<file path="src/rtl/rate_sched_ctrl.sv">
// Run/stop and rate-selection controller for the selectable clock divider.
// Debounces three pushbuttons and owns the divide counter, clk_out and tick.
module rate_sched_ctrl #(
  parameter int unsigned HALF0      = 25_000_000,
  parameter int unsigned HALF1      = 5_000_000,
  parameter int unsigned HALF2      = 2_500_000,
  parameter int unsigned HALF3      = 1_250_000,
  parameter int unsigned DEB_CYCLES = 1_000_000,
  parameter int unsigned CNT_W      = 32
) (
  input  logic       clk_50mhz,
  input  logic       rst,
  input  logic       btn_run,
  input  logic       btn_up,
  input  logic       btn_down,
  output logic       clk_out,
  output logic       tick,
  output logic [1:0] rate_idx,
  output logic       pend,
  output logic       running
);

  localparam int unsigned DEB_W = $clog2(DEB_CYCLES + 1);
  localparam logic [DEB_W-1:0] DEB_LAST = DEB_W'(DEB_CYCLES - 1);

  typedef enum logic [1:0] {
    StIdle,
    StRun,
    StDrain
  } state_e;

  // Button lanes: bit 0 = run, bit 1 = up, bit 2 = down.
  logic [2:0]       btn_raw;
  logic [2:0]       sync1_q;
  logic [2:0]       sync2_q;
  logic [2:0]       lvl_q;
  logic [2:0]       press_q;
  logic [DEB_W-1:0] deb_cnt_q [3];

  assign btn_raw = {btn_down, btn_up, btn_run};

  // A lane's accepted level flips only after DEB_CYCLES consecutive disagreeing samples.
  always_ff @(posedge clk_50mhz) begin
    if (rst) begin
      sync1_q <= '0;
      sync2_q <= '0;
      lvl_q   <= '0;
      press_q <= '0;
      for (int b = 0; b < 3; b++) begin
        deb_cnt_q[b] <= '0;
      end
    end else begin
      sync1_q <= btn_raw;
      sync2_q <= sync1_q;
      press_q <= '0;
      for (int b = 0; b < 3; b++) begin
        if (sync2_q[b] == lvl_q[b]) begin
          deb_cnt_q[b] <= '0;
        end else if (deb_cnt_q[b] == DEB_LAST) begin
          deb_cnt_q[b] <= '0;
          lvl_q[b]     <= sync2_q[b];
          press_q[b]   <= sync2_q[b];
        end else begin
          deb_cnt_q[b] <= deb_cnt_q[b] + DEB_W'(1);
        end
      end
    end
  end

  function automatic logic [CNT_W-1:0] half_of(input logic [1:0] idx);
    logic [CNT_W-1:0] h;
    case (idx)
      2'd0:    h = CNT_W'(HALF0);
      2'd1:    h = CNT_W'(HALF1);
      2'd2:    h = CNT_W'(HALF2);
      default: h = CNT_W'(HALF3);
    endcase
    return h;
  endfunction

  function automatic logic [1:0] step_rate(input logic [1:0] cur, input logic up);
    logic [1:0] r;
    if (up) begin
      r = (cur == 2'd3) ? 2'd3 : cur + 2'd1;
    end else begin
      r = (cur == 2'd0) ? 2'd0 : cur - 2'd1;
    end
    return r;
  endfunction

  state_e           state_q, state_d;
  logic [CNT_W-1:0] cnt_q, cnt_d;
  logic             clk_out_q, clk_out_d;
  logic             tick_q, tick_d;
  logic [1:0]       rate_q, rate_d;
  logic [1:0]       req_q, req_d;
  logic             pend_q, pend_d;

  logic             run_press;
  logic             rq_valid;
  logic [1:0]       rq;
  logic [CNT_W-1:0] half_m1;
  logic             tc;

  assign run_press = press_q[0];
  // Simultaneous up and down cancel each other.
  assign rq_valid  = press_q[1] ^ press_q[2];
  // The divider always counts against the applied rate; a pending one waits for a boundary.
  assign half_m1   = half_of(rate_q) - CNT_W'(1);
  assign tc        = (cnt_q >= half_m1);

  always_comb begin
    state_d   = state_q;
    cnt_d     = cnt_q;
    clk_out_d = clk_out_q;
    tick_d    = 1'b0;
    rate_d    = rate_q;
    req_d     = req_q;
    pend_d    = pend_q;
    rq        = 2'd0;

    // Run/stop first; a stop overrides any terminal count in the same cycle.
    unique case (state_q)
      StIdle: begin
        cnt_d     = '0;
        clk_out_d = 1'b0;
        if (run_press) begin
          state_d = StRun;
        end
      end
      StRun, StDrain: begin
        if (run_press) begin
          state_d   = StIdle;
          cnt_d     = '0;
          clk_out_d = 1'b0;
          if (pend_q) begin
            rate_d = req_q;
          end
          pend_d = 1'b0;
        end else if (tc) begin
          cnt_d     = '0;
          clk_out_d = ~clk_out_q;
          tick_d    = ~clk_out_q;
          if (state_q == StDrain) begin
            rate_d  = req_q;
            pend_d  = 1'b0;
            state_d = StRun;
          end
        end else begin
          cnt_d = cnt_q + CNT_W'(1);
        end
      end
      default: begin
        state_d = StIdle;
      end
    endcase

    // Rate requests are judged against the state and rate that result from the step above.
    if (rq_valid) begin
      rq = step_rate(rate_d, press_q[1]);
      case (state_d)
        StIdle: begin
          rate_d = rq;
        end
        StRun: begin
          if (rq != rate_d) begin
            req_d   = rq;
            pend_d  = 1'b1;
            state_d = StDrain;
          end
        end
        StDrain: begin
          if (rq != rate_d) begin
            req_d = rq;
          end else begin
            pend_d  = 1'b0;
            state_d = StRun;
          end
        end
        default: begin
        end
      endcase
    end
  end

  always_ff @(posedge clk_50mhz) begin
    if (rst) begin
      state_q   <= StIdle;
      cnt_q     <= '0;
      clk_out_q <= 1'b0;
      tick_q    <= 1'b0;
      rate_q    <= 2'd0;
      req_q     <= 2'd0;
      pend_q    <= 1'b0;
    end else begin
      state_q   <= state_d;
      cnt_q     <= cnt_d;
      clk_out_q <= clk_out_d;
      tick_q    <= tick_d;
      rate_q    <= rate_d;
      req_q     <= req_d;
      pend_q    <= pend_d;
    end
  end

  assign clk_out  = clk_out_q;
  assign tick     = tick_q;
  assign rate_idx = rate_q;
  assign pend     = pend_q;
  assign running  = (state_q != StIdle);

endmodule
</file>
<file path="config.mk">
export PLATFORM = sky130hd
export DESIGN_NAME = rate_sched_ctrl
export DESIGN_NICKNAME = d
export VERILOG_FILES = /design/src/rtl/rate_sched_ctrl.sv
export SDC_FILE = /design/constraint.sdc
export NUM_CORES = 1
export LEC_CHECK = 0
export ABC_AREA = 1
export ABC_CLOCK_PERIOD_IN_PS = 3100
export CAP_MARGIN = 25
export CORE_MARGIN = 3
export CORE_UTILIZATION = 50
export DETAILED_ROUTE_END_ITERATION = 6
export GPL_TIMING_DRIVEN = 0
export HOLD_SLACK_MARGIN = 0.02
export PLACE_DENSITY = 0.72
export SYNTH_ARGS = -nofsm -noshare
export SYNTH_HDL_FRONTEND = slang
export SYNTH_SLANG_ARGS = --single-unit
</file>
<file path="constraint.sdc">
create_clock -name clk_50mhz -period 3.1 [get_ports clk_50mhz]
set_clock_uncertainty 0.05 [all_clocks]
set_input_delay 0.93 -clock clk_50mhz [delete_from_list [all_inputs] [get_ports clk_50mhz]]
set_output_delay 0.93 -clock clk_50mhz [all_outputs]
set_load 0.01 [all_outputs]
</file>
# == After elaboration in Yosys (flattened, before gate mapping) ==
# Memory sizes are Yosys's and may differ from the RTL's.
# Index checks and enable logic that the tools add are counted.
# totals
ff_bits,53
ram_bits,60
input_bits,5
out_inout_bits,6
elab_cells,154
n_memories,1
# mem_list
name,depth,word_bits,rd,rd_clocked_by_memory_dff,write_ports,line_no,rtl
deb_cnt_q,3,20,3,0,3,38,logic [DEB_W-1:0] deb_cnt_q [3];
# op_classes
addsub,7
n_lt_le_gt_ge,1
n_eq_ne,15
mux,79
bitwise,19
n_reduce_logical,17
# op_table
op,n
20-bit two-way mux,9
25-bit one-hot mux with 3 select lines,1
32-bit two-way mux,2
32-bit one-hot mux with 2 select lines,1
"20-bit by 1-bit adder with 20-bit output, second input constant",3
"20-bit == test, second input constant",3
1-bit two-way mux,44
2-bit two-way mux,18
"32-bit by 1-bit adder with 32-bit output, second input constant",1
32-bit >= comparator,1
"32-bit by 1-bit subtractor with 32-bit output, second input constant",1
1-bit inverter,9
1-bit OR,9
3-bit OR reduction,3
"2-bit == test, second input constant",4
2-bit logical NOT,4
2-bit one-hot mux with 2 select lines,2
2-bit AND reduction,4
"2-bit by 1-bit == test with 1-bit output, second input constant",3
1-bit one-hot mux with 2 select lines,2
2-bit nonzero test,2
2-bit OR reduction,2
4-bit OR reduction,1
1-bit == test,3
6 further kinds,6

# == Depth between registers and ports, before layout ==
# depth
ltp_word,15
mapped_depth,26
ltp_nobuf,26

# == Worst setup path after synthesis ==
# No wires, ideal clock.
# synth_timing
kind,register to register
start,register rate_q[0] (netlist: rate_idx[0])
end,register pend_q (netlist: pend)
setup_time_ns,0.118
arrival_time_ns,3.131
required_ns,2.932
setup_slack_ns,-0.199
stages_incl_launch_ff,25
n_path_buf,1
path_cell_list,dfxtp_1 -> inv_1 -> ha_1 -> nor2_1 -> inv_1 -> nor2_1 -> ha_1 -> nand2_1 -> inv_1 -> nand2_1 -> nand3_1 -> nand2_1 -> nand2_1 -> nand2_1 -> nand2_2 -> inv_2 -> nand3_1 -> a21oi_1 -> inv_1 -> ha_1 -> and3_1 -> clkbuf_1 -> nand2_1 -> a21oi_1 -> nor2_1
# synth_between
elab_chain_len,15
# synth_lines
element,line_no,rtl
from (decl),95,"logic [1:0] rate_q, rate_d;"
from (signal assigned),200,rate_q <= rate_d;
"2-bit == test, or another cell as far along",72,case (idx)
25-bit one-hot mux with 3 select lines,72,
32-bit by 1-bit subtractor with 32-bit output,109,assign half_m1 = half_of(rate_q) - CNT_W'(1);
32-bit >= comparator,110,assign tc = (cnt_q >= half_m1);
2-bit two-way mux,140,end else if (tc) begin
2-bit two-way mux,132,if (run_press) begin
2-bit two-way mux,123,unique case (state_q)
"2-bit by 1-bit subtractor with 2-bit output, or another cell as far along",86,r = (cur == 2'd0) ? 2'd0 : cur - 2'd1;
2-bit two-way mux (on tied branches),"86, 84",
2-bit two-way mux,83,if (up) begin
2-bit two-way mux,159,if (rq_valid) begin
2-bit != test,"166, 173",
1-bit two-way mux (on tied branches),"173, 166",
1-bit one-hot mux with 2 select lines,161,case (state_d)
1-bit two-way mux (*),159,
to (signal assigned),202,pend_q <= pend_d;
to (decl),97,"logic pend_q, pend_d;"
# Mark *: on every way between the ends. The rest lies on a longest branch, timed or not. The select of a mux whose other input is x is not followed.
# A chain may end at the register's enable or synchronous reset.

# == Final worst setup path ==
# layout_timing
start,register rate_q[0] (netlist: rate_idx[0])
end,register state_q[1]
# layout_between
elab_chain_len,15
# layout_lines
element,line_no,rtl
"2-bit == test, or another cell as far along",72,
25-bit one-hot mux with 3 select lines,72,
32-bit by 1-bit subtractor with 32-bit output,109,
32-bit >= comparator,110,
2-bit two-way mux,140,
2-bit two-way mux,132,
2-bit two-way mux,123,
"2-bit by 1-bit subtractor with 2-bit output, or another cell as far along",86,
2-bit two-way mux (on tied branches),"86, 84",
2-bit two-way mux,83,
2-bit two-way mux,159,
2-bit != test,"166, 173",
2-bit two-way mux (on tied branches),"173, 166",
2-bit one-hot mux with 2 select lines,161,
2-bit two-way mux (*),159,
to (signal assigned),188,state_q <= StIdle;
to (signal assigned),196,state_q <= state_d;
to (decl),91,"state_e state_q, state_d;"
# Marks and branches as above.

==> metrics <==
status=complete, but fails checks; failing checks=negative setup slack; clock sinks=113; post-route ant nets=0; Buf/Inv on CP=5; setup tns final=-0.862 ns; post-synthesis cell area=6770 um2; post-route setup slack=-0.104 ns; DRC Markers=0; Final Setup Violations=14; Final Hold Fails=0; Hold Crit Class=reg2reg; ys flop type=edfxtp_1; worst r2r src=rate_idx[0]; EDFF count, synth=60; Initial Util=52.4%; CTS root buf=clkbuf_16; MaxCap Viol Count=0; Longest Clk Path Bufs=2; register area share after synthesis=42.3%; clk_lat worst skew=0.42 ns; GRT Util Overall=19.4%; antenna cells=0; Slew Limit Fails=0; RR Endpoint=state_q[1]; Synthesis Warnings=0; Via density=4.89; Placement Cell Area=7310 um2; I/O Pins=11; RSZ-0062 raised after global routing=yes; Hold Buf Count CTS=0; Fmax achieved=0.312 GHz; Synth Register Bits=113; Synth async-reset ratio=0%; final WL=13.7 mm; Worst Setup End Kind=flip-flop; most frequent cells in the layout=153 x nand2_1, 100 x inv_1, 95 x nor2_1, 63 x conb_1, 60 x edfxtp_1; DR vias=5549; clock slew at reported path FFs=0.06 ns; crit-path max FO=6; Leakage=0.00343 uW; initial DRC count=239; I/O Buffers=9; vias in the first global route=5081; WP data required=3.41 ns; routability congestion estimate from global placement=0.831; DR WL/cell=12.1 um; fin crit share=103%; min Tclk post-route=3.20 ns; Setup WS pre-CTS=-0.602 ns; Arrival @ worst endpoint=3.51 ns; crit-path most repeated cell=ha_4; commonest non-fill, non-tap cell in the layout=nand2_1; slowest stage delay, CP=0.38 ns; worst hold endpoint=sync2_q[0]; mean post-synth cell area=8.06 um2; Reg2Reg Setup Slack=-0.10 ns; Hold Crit Start=sync1_q[0]; final instance area=8350 um2; Die H=122 um; R2R depth=21; Final #Nets=994; synth unique cells=49; core area=12900 um2; CTS tree=built; share of cells above drive strength 1=19.5%; initial antenna violation count=0; Total Die Area=15000 um2; largest net degree at the start of global routing=17; CP startpoint=rate_idx[0]; pwr dens=424 nW/um2; Chip Width=122 um; cell count after synthesis=840; global-route wire length before repair=23.0 mm; critical path, cell by cell=clkinvlp_4, buf_6, ha_4, ha_4, nand2_4, nor2_4, buf_6, a21oi_2, nand2_2, nand2_2, nand2_4, inv_4, nand3_4, a21oi_4, inv_2, ha_4, and3_4, nand4_1, nand2_1, nand2_1, nor2_1; Top delay family on crit path=simple AND/OR/NAND/NOR gates; Worst VDD drop=0.299 mV; # H-tree levels=4; GRT overflow=0; Slowest cell on crit path=dfxtp_4; CTS buffer count=17; Worst Setup Start Kind=flip-flop; HPWL after DPL=9.38 mm; Crit Path Class=reg2reg; area grow syn2layout=23.4%; WHS Path Cells=2; Rel. slew slack=63.3%; DRT Pass-1 Iters=5; Slew @ Worst Pin=0.550 ns; row cnt=41
[per-stage QoR]
step / hold slack (ns) / utilization [%] / std cells / total power (uW)
after global placement: 0.340 / 56.6 / 1083 / 1770
after detailed placement: 0.346 / 56.6 / 1083 / 1770
after global routing: 0.364 / 64.6 / 1134 / 3660
final: 0.348 / 64.6 / 1134 / 3540
after CTS: 0.353 / 62.5 / 1130 / 3570
after floorplan: 0.338 / - / 902 / 1740
[report_power, final]
group	internal [uW]	switching, uW
logic	30.2	66.7
registers	1610	31.7
clock network	1150	647
[worst reg2reg max path: stages, from the launching register on]
cell and delay, ns:
dfxtp_4 0.38, clkinvlp_4 0.18, buf_6 0.17, ha_4 0.31, ha_4 0.22, nand2_4 0.07
nor2_4 0.04, buf_6 0.10, a21oi_2 0.12, nand2_2 0.08, nand2_2 0.09, nand2_4 0.08
inv_4 0.07, nand3_4 0.06, a21oi_4 0.15, inv_2 0.08, ha_4 0.26, and3_4 0.23
nand4_1 0.15, nand2_1 0.12, nand2_1 0.05, nor2_1 0.10
[layer usage]
metal	share of wire, %	GRT usage, %	wire length (um)
met5	0	0	0
met4	2.1	8.40	284
met3	3.3	4.79	449
met2	46	30.4	6240
met1	49	25.6	6720
[cell families after synthesis]
| logic type | count (synthesis) | synth area share (%) |
|---|---|---|
| AOI/OAI and AO/OA | 99 | 8.45 |
| buffers and inverters | 138 | 7.84 |
| and+or+nand+nor | 431 | 31.7 |
| DFF | 113 | 42.3 |
| adders and majority gates | 40 | 7.39 |
| xor gates and xnor gates | 18 | 2.33 |
| other | 1 | 0.0554 |
[Yosys cell counts, types with 4 or more instances]
cell type  count  area [um2]
o21a_1         5        37.5
nand4_1       16         100
a21oi_1       55         275
dfxtp_1       53        1060
clkbuf_1       8        30.0
nor3_2         9        90.1
nor4_1         8        50.1
xnor2_1        7        61.3
nor2_1       102         383
edfxtp_1      60        1800
nor2_4         6        67.6
nand2_1      162         608
inv_1        108         405
nand2_2       11        68.8
nand3_2        6        60.1
nor2_2        21         131
xor2_1        11        96.3
inv_2         16        60.1
nand3_1       38         190
nor3_1        20         100
nor3b_1       13        97.6
ha_1          40         500
buf_2          4        20.0
o21bai_1       9        67.6
o21ai_0       12        60.1
[state kept, by name, summed over array words and instances (netlist names)]
name,cells
req_q,2
clk_out,1
state_q,2
sync2_q,3
tick,1
rate_idx,2
deb_cnt_q,60
pend,1
sync1_q,3
press_q,3
cnt_q,32
lvl_q,3
[how the worst max path moves through the flow]
stage | endpoint | slack (ns) | cells after the start
after floorplan | pend | 0.02 | 24
after global placement | state_q[1] | -0.56 | 24
after detailed placement | pend | -0.60 | 24
after CTS | req_q[0] | -0.18 | 24
after global routing | state_q[1] | -0.28 | 22
final | state_q[1] | -0.10 | 21
[layout make-up]
class | count | area, um2
Fill cell | 1116 | 4580
Clock buffer | 25 | 485
Timing Repair Buffer | 29 | 255
Tap cell | 172 | 215
Clock inverter | 7 | 58.8
Inverter | 125 | 480
Sequential cell | 113 | 2870
Multi-Input combinational cell | 651 | 3930
Buffer | 12 | 57.6
[timing repair]
action | CTS | global route
gates resized for setup | 30 | 50
setup endpoints to repair | 22 | 33
pin swaps | 18 | 31
buffers inserted | 15 | 6
No activity file was read; power rests on OpenSTA's default activity.
